File: config.mk
export PLATFORM = sky130hd
export DESIGN_NAME = ft245_sync_responder
export DESIGN_NICKNAME = d
export VERILOG_FILES = /design/src/rtl/ft245_pkg.sv /design/src/rtl/ft245_sync_fifo.sv /design/src/rtl/ft245_sync_responder.sv
export SDC_FILE = /design/constraint.sdc
export NUM_CORES = 1
export LEC_CHECK = 0
export CELL_PAD_IN_SITES_DETAIL_PLACEMENT = 1
export CELL_PAD_IN_SITES_GLOBAL_PLACEMENT = 2
export CORE_MARGIN = 2
export CORE_UTILIZATION = 30
export CTS_CLUSTER_DIAMETER = 200
export DETAILED_ROUTE_END_ITERATION = 8
export GPL_ROUTABILITY_DRIVEN = 0
export GPL_TIMING_DRIVEN = 0
export PLACE_DENSITY_LB_ADDON = 0.1
export SKIP_LAST_GASP = 1
export SYNTH_ARGS = -nofsm -noshare
export SYNTH_HDL_FRONTEND = slang
export SYNTH_HIERARCHICAL = 1
export SYNTH_SLANG_ARGS = --single-unit
File: constraint.sdc
create_clock -name CLK_FTDI -period 8.85 [get_ports CLK_FTDI]
set_input_delay 1.3275 -clock CLK_FTDI [delete_from_list [all_inputs] [get_ports CLK_FTDI]]
set_output_delay 1.3275 -clock CLK_FTDI [all_outputs]
set_load 0.05 [all_outputs]
File: src/rtl/ft245_pkg.sv
// Shared constants for the FT245 synchronous-FIFO responder: ERR_FLAGS bit positions
// and the FIFO occupancy-count width helper.
package ft245_pkg;

    localparam int ERR_OVF = 0;
    localparam int ERR_UNF = 1;
    localparam int ERR_BUS = 2;

    // Count width: holds 0..depth inclusive.
    function automatic int cnt_w(input int depth);
        return $clog2(depth) + 1;
    endfunction

endpackage

File: src/rtl/ft245_sync_fifo.sv
// Single-clock FIFO with registered storage, combinational head and occupancy count.
// The caller qualifies push/pop; this block does not guard against over/underflow.
module ft245_sync_fifo
    import ft245_pkg::*;
#(
    parameter int DEPTH = 16,
    parameter int WIDTH = 8
) (
    input  logic                      i_clk,
    input  logic                      i_rst_n,
    input  logic                      i_push,
    input  logic                      i_pop,
    input  logic [WIDTH-1:0]          i_din,
    output logic [WIDTH-1:0]          o_head,
    output logic [cnt_w(DEPTH)-1:0]   o_count
);

    localparam int AW = $clog2(DEPTH);
    localparam int CW = cnt_w(DEPTH);

    logic [WIDTH-1:0] r_mem [DEPTH];
    logic [AW-1:0]    r_wr_ptr;
    logic [AW-1:0]    r_rd_ptr;
    logic [CW-1:0]    r_count;

    // Storage is not reset; pointers alone define validity.
    always_ff @(posedge i_clk) begin
        if (i_push) begin
            r_mem[r_wr_ptr] <= i_din;
        end
    end

    // Pointer and occupancy update.
    always_ff @(posedge i_clk) begin
        if (!i_rst_n) begin
            r_wr_ptr <= '0;
            r_rd_ptr <= '0;
            r_count  <= '0;
        end else begin
            if (i_push) begin
                r_wr_ptr <= r_wr_ptr + AW'(1'b1);
            end
            if (i_pop) begin
                r_rd_ptr <= r_rd_ptr + AW'(1'b1);
            end
            r_count <= r_count + CW'(i_push) - CW'(i_pop);
        end
    end

    assign o_head  = r_mem[r_rd_ptr];
    assign o_count = r_count;

endmodule

File: src/rtl/ft245_sync_responder.sv
// FT2232H-side model of the FT245 synchronous FIFO bus, with host-side byte streams.
// Optional feature: define FT245_SEND_IMMEDIATE_EN to hold TX bytes until SI# or a full packet.
module ft245_sync_responder
    import ft245_pkg::*;
#(
    parameter int RX_DEPTH     = 16,
    parameter int TX_DEPTH     = 16,
    parameter int TX_PKT_BYTES = 8
) (
    input  logic       CLK_FTDI,
    input  logic       RST_N,
    input  logic       READ_N,
    input  logic       WRITE_N,
    input  logic       OUT_EN,
    input  logic       SEND_IM,
    input  logic [7:0] DATA_IN,
    output logic [7:0] DATA_OUT,
    output logic       DATA_OE,
    output logic       GUI_WR_SP_RD_FF,
    output logic       GUI_RD_SP_WR_EF,
    input  logic [7:0] HOST_IN_DATA,
    input  logic       HOST_IN_VALID,
    output logic       HOST_IN_READY,
    output logic [7:0] HOST_OUT_DATA,
    output logic       HOST_OUT_VALID,
    input  logic       HOST_OUT_READY,
    output logic [2:0] ERR_FLAGS
);

    localparam int RX_CW = cnt_w(RX_DEPTH);
    localparam int TX_CW = cnt_w(TX_DEPTH);
    localparam logic [RX_CW-1:0] RX_FULL = RX_CW'(RX_DEPTH);
    localparam logic [TX_CW-1:0] TX_FULL = TX_CW'(TX_DEPTH);

    logic [RX_CW-1:0] w_rx_count;
    logic [RX_CW-1:0] w_rx_count_next;
    logic [TX_CW-1:0] w_tx_count;
    logic [TX_CW-1:0] w_tx_count_next;
    logic             w_rx_push;
    logic             w_rx_pop;
    logic             w_rd_req;
    logic             w_wr_req;
    logic             w_tx_push;
    logic             w_tx_pop;
    logic             w_bus_err;
    logic [2:0]       w_err_set;

    logic             r_rxf_n;
    logic             r_txe_n;
    logic             r_data_oe;
    logic [2:0]       r_err;

    assign HOST_IN_READY = (w_rx_count != RX_FULL);
    assign w_rx_push     = HOST_IN_VALID & HOST_IN_READY;
    assign w_rd_req      = ~OUT_EN & ~READ_N;
    assign w_rx_pop      = w_rd_req & (w_rx_count != '0);

    // A write while the model owns the bus is contention, never a push.
    assign w_bus_err     = ~OUT_EN & ~WRITE_N;
    assign w_wr_req      = ~WRITE_N & OUT_EN;
    assign w_tx_push     = w_wr_req & (w_tx_count != TX_FULL);
    assign w_tx_pop      = HOST_OUT_VALID & HOST_OUT_READY;

    assign w_rx_count_next = w_rx_count + RX_CW'(w_rx_push) - RX_CW'(w_rx_pop);
    assign w_tx_count_next = w_tx_count + TX_CW'(w_tx_push) - TX_CW'(w_tx_pop);

    always_comb begin
        w_err_set          = 3'b000;
        w_err_set[ERR_OVF] = w_wr_req & (w_tx_count == TX_FULL);
        w_err_set[ERR_UNF] = w_rd_req & (w_rx_count == '0);
        w_err_set[ERR_BUS] = w_bus_err;
    end

    ft245_sync_fifo #(.DEPTH(RX_DEPTH), .WIDTH(8)) u_rx_fifo (
        .i_clk   (CLK_FTDI),
        .i_rst_n (RST_N),
        .i_push  (w_rx_push),
        .i_pop   (w_rx_pop),
        .i_din   (HOST_IN_DATA),
        .o_head  (DATA_OUT),
        .o_count (w_rx_count)
    );

    ft245_sync_fifo #(.DEPTH(TX_DEPTH), .WIDTH(8)) u_tx_fifo (
        .i_clk   (CLK_FTDI),
        .i_rst_n (RST_N),
        .i_push  (w_tx_push),
        .i_pop   (w_tx_pop),
        .i_din   (DATA_IN),
        .o_head  (HOST_OUT_DATA),
        .o_count (w_tx_count)
    );

    // Status flags track the post-edge counts; errors are sticky until reset.
    always_ff @(posedge CLK_FTDI) begin
        if (!RST_N) begin
            r_rxf_n   <= 1'b1;
            r_txe_n   <= 1'b1;
            r_data_oe <= 1'b0;
            r_err     <= 3'b000;
        end else begin
            r_rxf_n   <= (w_rx_count_next == '0);
            r_txe_n   <= (w_tx_count_next == TX_FULL);
            r_data_oe <= ~OUT_EN;
            r_err     <= r_err | w_err_set;
        end
    end

    assign GUI_WR_SP_RD_FF = r_rxf_n;
    assign GUI_RD_SP_WR_EF = r_txe_n;
    assign DATA_OE         = r_data_oe;
    assign ERR_FLAGS       = r_err;

`ifdef FT245_SEND_IMMEDIATE_EN
    localparam logic [TX_CW-1:0] TX_PKT = TX_CW'(TX_PKT_BYTES);

    logic             r_si_q;
    logic [TX_CW-1:0] r_rel_cnt;
    logic [TX_CW-1:0] w_rel_after_pop;
    logic [TX_CW-1:0] w_unrel_next;
    logic [TX_CW-1:0] w_rel_next;
    logic             w_si_fall;

    assign w_si_fall       = r_si_q & ~SEND_IM;
    assign w_rel_after_pop = r_rel_cnt - TX_CW'(w_tx_pop);
    assign w_unrel_next    = w_tx_count_next - w_rel_after_pop;

    // Release everything on SI# falling or when a full packet is pending.
    always_comb begin
        w_rel_next = w_rel_after_pop;
        if (w_si_fall || (w_unrel_next >= TX_PKT)) begin
            w_rel_next = w_tx_count_next;
        end else begin
            w_rel_next = w_rel_after_pop;
        end
    end

    // SI# edge history and released-byte count.
    always_ff @(posedge CLK_FTDI) begin
        if (!RST_N) begin
            r_si_q    <= 1'b1;
            r_rel_cnt <= '0;
        end else begin
            r_si_q    <= SEND_IM;
            r_rel_cnt <= w_rel_next;
        end
    end

    assign HOST_OUT_VALID = (r_rel_cnt != '0);
`else
    logic w_unused;
    assign w_unused       = SEND_IM | (TX_PKT_BYTES == 0);
    assign HOST_OUT_VALID = (w_tx_count != '0);
`endif

endmodule

==> results of run 1 <==
[critical path, cell delays in order, from the launching register on]
cell and delay (ns):
dfxtp_1 0.32, buf_6 0.13, buf_6 0.18, mux4_1 0.63
a22oi_1 0.34, nand2_1 0.11, clkdlybuf4s50_1 0.71
[through the flow]
| stage | utilization (%) | worst slack [ns] | cell area (um2) | hold WS, ns | cells |
|---|---|---|---|---|---|
| 3_5_place_dp | 33.3 | 4.30 | 13300 | 0.478 | 1224 |
| 2_1_floorplan | - | 5.42 | 12200 | 0.525 | 653 |
| 5_1_grt | 35.9 | 4.45 | 14300 | 0.525 | 1283 |
| 6_report | 35.9 | 4.59 | 14300 | 0.484 | 1283 |
| 4_1_cts | 35.9 | 4.51 | 14300 | 0.498 | 1283 |
| 3_3_place_gp | 33.3 | 4.34 | 13300 | 0.448 | 1224 |
[sequential cells by signal, indices dropped and copies added (netlist names), named ones only]
| name | count |
|---|---|
| u_rx_fifo/r_rd_ptr | 4 |
| u_tx_fifo/r_mem | 128 |
| GUI_RD_SP_WR_EF | 1 |
| u_rx_fifo/o_count | 5 |
| ERR_FLAGS | 3 |
| GUI_WR_SP_RD_FF | 1 |
| u_rx_fifo/r_wr_ptr | 4 |
| u_tx_fifo/r_wr_ptr | 4 |
| DATA_OE | 1 |
| u_rx_fifo/r_mem | 128 |
| u_tx_fifo/o_count | 5 |
| u_tx_fifo/r_rd_ptr | 4 |
[synthesized netlist by cell type]
cell             number
clkbuf_1              4
xnor2_1              17
edfxtp_1            256
mux4_2               36
buf_6                 6
xor2_1               11
nor4b_1               1
a22oi_1              32
and3b_1               2
mux4_1               28
nand3b_1              2
a21o_1                6
buf_2                 6
nor3b_1               2
ha_1                 32
o21bai_1              2
and3_1                3
fa_1                  4
inv_1                29
nor3_1                1
o21a_1                1
clkdlybuf4s25_2       6
a31oi_1               1
and2b_1               2
mux2i_1               4
nand2_1              23
nand3_1               1
and2_1               59
nor2b_1               9
o31ai_1               2
or3_1                 2
buf_4                 2
a21oi_1               9
nand4_1               4
nor2_1                8
dfxtp_1              40
[metal layers]
layer / up-vias / part of all wire [%] / GRT usage [%]
met4: 0 / 2.2 / 3.96
met3: 40 / 3.5 / 2.33
li1: 2738 / - / -
met1: 3118 / 46 / 17.3
met2: 92 / 48 / 21.7
met5: - / 0 / 0
[report_power, final]
group          switching [W]  total [W]  leakage [nW]  internal (W)
Clock               0.000539    0.00132         0.507      0.000783
Combinational       0.000557    0.00101          1.64      0.000455
Sequential         0.0000478    0.00163          2.64       0.00158
[kinds of logic (layout without fill, tap and decap cells)]
family	after synthesis	in the layout	share of synthesized area (%)
simple gates	119	119	5.59
compound gates	53	53	3.08
flops	296	296	69.9
buf+inv	53	158	2.44
xor+xnor	28	28	2.02
mux	68	68	13.1
fa+ha+maj	36	36	3.95
[final timing paths]
| path | end | slack (ns) | start |
|---|---|---|---|
| hold reg to reg | ERR_FLAGS[2] | 0.48 | ERR_FLAGS[2] |
| setup / recovery | HOST_OUT_DATA[2] | 4.59 | flip-flop |
| setup reg to reg | GUI_WR_SP_RD_FF | 5.38 | u_rx_fifo/o_count[3] |
| hold / removal | ERR_FLAGS[2] | 0.48 | ERR_FLAGS[2] |
[area by class of cell]
type                       count  area share [%]
sequential                   296            59.3
buffer                        24            1.31
clock buffer                  43            6.33
timing repair buffer          46            3.22
clock inverter                16           0.927
multi-input combinational    304            23.5
inverter                      29           0.761
tap                          525            4.59
==> reports/metrics.sh, run 1 <==
HOLD_DEPTH=1
DIE_WIDTH_UM=205
WORST_SLEW_MARGIN_REL_PCT=31.4
CELLLEAKAGEPOWER_nW=4.78
POST-CTS-SETUP-BUFFERS=0
YS_TYPES=36
NUM_ROWS=73
CLK_BUF_DEPTH=3
DRIVE_ABOVE_1_SHARE_PCT=13.3
WORST_SETUP_PATH_START_KIND='flip-flop'
GRT_FIRST_PASS_WIRELENGTH_UM=40200
FIN_CRIT_NS=4.26
DRT-INITIAL-DRC-COUNT=231
CRITICAL_PATH_ARRIVAL_NS=2.93
NUMBER_OF_DETAILED_ROUTE_ITERATIONS_IN_THE_FIRST_PASS=4
REMAINING_DRC_ERRORS=0
WORST-SETUP-PATH-TYPE='flip-flop to output pin'
DIE_AREA_UM2=42100
NUMPORTBUFFERS=46
R2R_CELLS=10
CLOCK_LATENCY_OF_THE_LATER_CLOCKED_REGISTER_IN_THE_WORST_SKEW_PAIR_NS=0.51
FLOORPLAN.IO_PINS=48
AREA_GROWTH_SYN_TO_LAYOUT_PCT=17.7
SYNTH_TOP_AREA_SHARE_PCT=63.3
CLKSLEWWORSTSETUPHOLDPATHS_NS=0.06
MAX_SLEW.WORST_PIN.SLEW_NS=1.02
POWER-PER-CELL-AREA_nW_PER_UM2=277
YS.WARNINGS.COUNT=6
MULTIINPUTGATEAREA_UM2=3370
WORST_HOLD_PATH_TYPE='flip-flop to flip-flop'
DESIGN.FINAL.NETS=795
CTS_TREE='built'
POST_SYNTH_INST_COUNT=653
SYNTH_SEQ_CELLS=296
CTS_ROOT_BUFFER='clkbuf_16'
CTS_BUFFERS=34
CP-END-KIND='output pin'
BIGGEST_FANOUT_ALONG_THE_WORST_TIMING_PATH=10
AVGSYNTHCELLAREA_UM2=18.6
YS_SEQ_AREA_SHARE_PCT=69.9
GRT_REMAINING_OVERFLOW=0
MAPPEDNETLISTNETS=713
CTS.SINK_COUNT=296
LARGEST_VDD_SUPPLY_DROP_mV=0.107
MOST-COMMON-LAYOUT-CELLS='edfxtp_1 (256), and2_1 (59), clkdlybuf4s50_1 (46), dfxtp_1 (40), mux4_2 (36)'
FF_LATCH_AREA_UM2=8490
CTS_RESIZED=0
ROUTED_WIRELENGTH_UM=26400
ANTENNADIODECOUNT=0
FINALMAXSLEWVIOLATIONS=0
ROUTE.VIAS.TOTAL=5988
GRT_START_MAX_NET_PINS=17
GRT_SETUP_UNREPAIRED='false'
SYNTHTOPCELLSBYAREA='edfxtp_1 (63%), mux4_2 (6.7%), dfxtp_1 (6.6%), mux4_1 (6.1%), ha_1 (3.3%)'
NFILLCELLS=4004
RUN_STATUS='finished, final reports clean'
DETAIL_ROUTE.WL_PER_CELL_UM=20.6
DP_HPWL_UM=18100
DRT.ANTENNA.VIOLATING_NETS=0
POST_CTS_HOLD_FIX_BUFS=0
FIRST_GLOBAL_VIAS=6741
SETUP_VIOL=0
OVERALL_GLOBAL_ROUTING_RESOURCE_USAGE_PCT=13.0
HTREE_LEVELS=2
POWER_W=0.00396
WORST_CLOCK_SKEW_NS=0.0109
CORE_AREA_UM2=39800
SETUP_TNS_NS=0
VIASPERCELL=4.67
LAYOUT_WORST_PATH_CYCLE_SHARE_PCT=48.1
START_UTIL_PCT=30.5
DIE-HEIGHT_UM=205
CRITICAL_PATH_REQUIRED_NS=7.52
SYNTH.LARGEST_AREA_CELL='edfxtp_1'
ANTENNA_VIOLATIONS_BEFORE_REPAIR=0
MAPPEDNETLISTAREA_UM2=12200
LAYOUT.CELLS.MOST_COMMON='edfxtp_1'
TIMING.FMAX_MHz=235
CAP_VIOLATIONS=0
FINAL_HOLD_VIOL_COUNT=0
No activity file was read; power rests on OpenSTA's default activity.
==> inputs of run 2 (changes only) <==
==> constraint.sdc (replaced) <==
create_clock -name CLK_FTDI -period 3.8 [get_ports CLK_FTDI]
set_input_delay 0.57 -clock CLK_FTDI [delete_from_list [all_inputs] [get_ports CLK_FTDI]]
set_output_delay 0.57 -clock CLK_FTDI [all_outputs]
set_load 0.05 [all_outputs]
==> results of run 2 <==
Same layout as run 1 (identical final DEF). Status: finished, final reports clean.
Among the figures that moved: setup slack after placement 4.30 ns -> 0.00352 ns; setup slack after layout 4.59 ns -> 0.296 ns; register-to-register setup slack 5.38 ns -> 0.33 ns; total power 0.00396 W -> 0.00923 W; worst IR drop on VDD 0.107 mV -> 0.249 mV
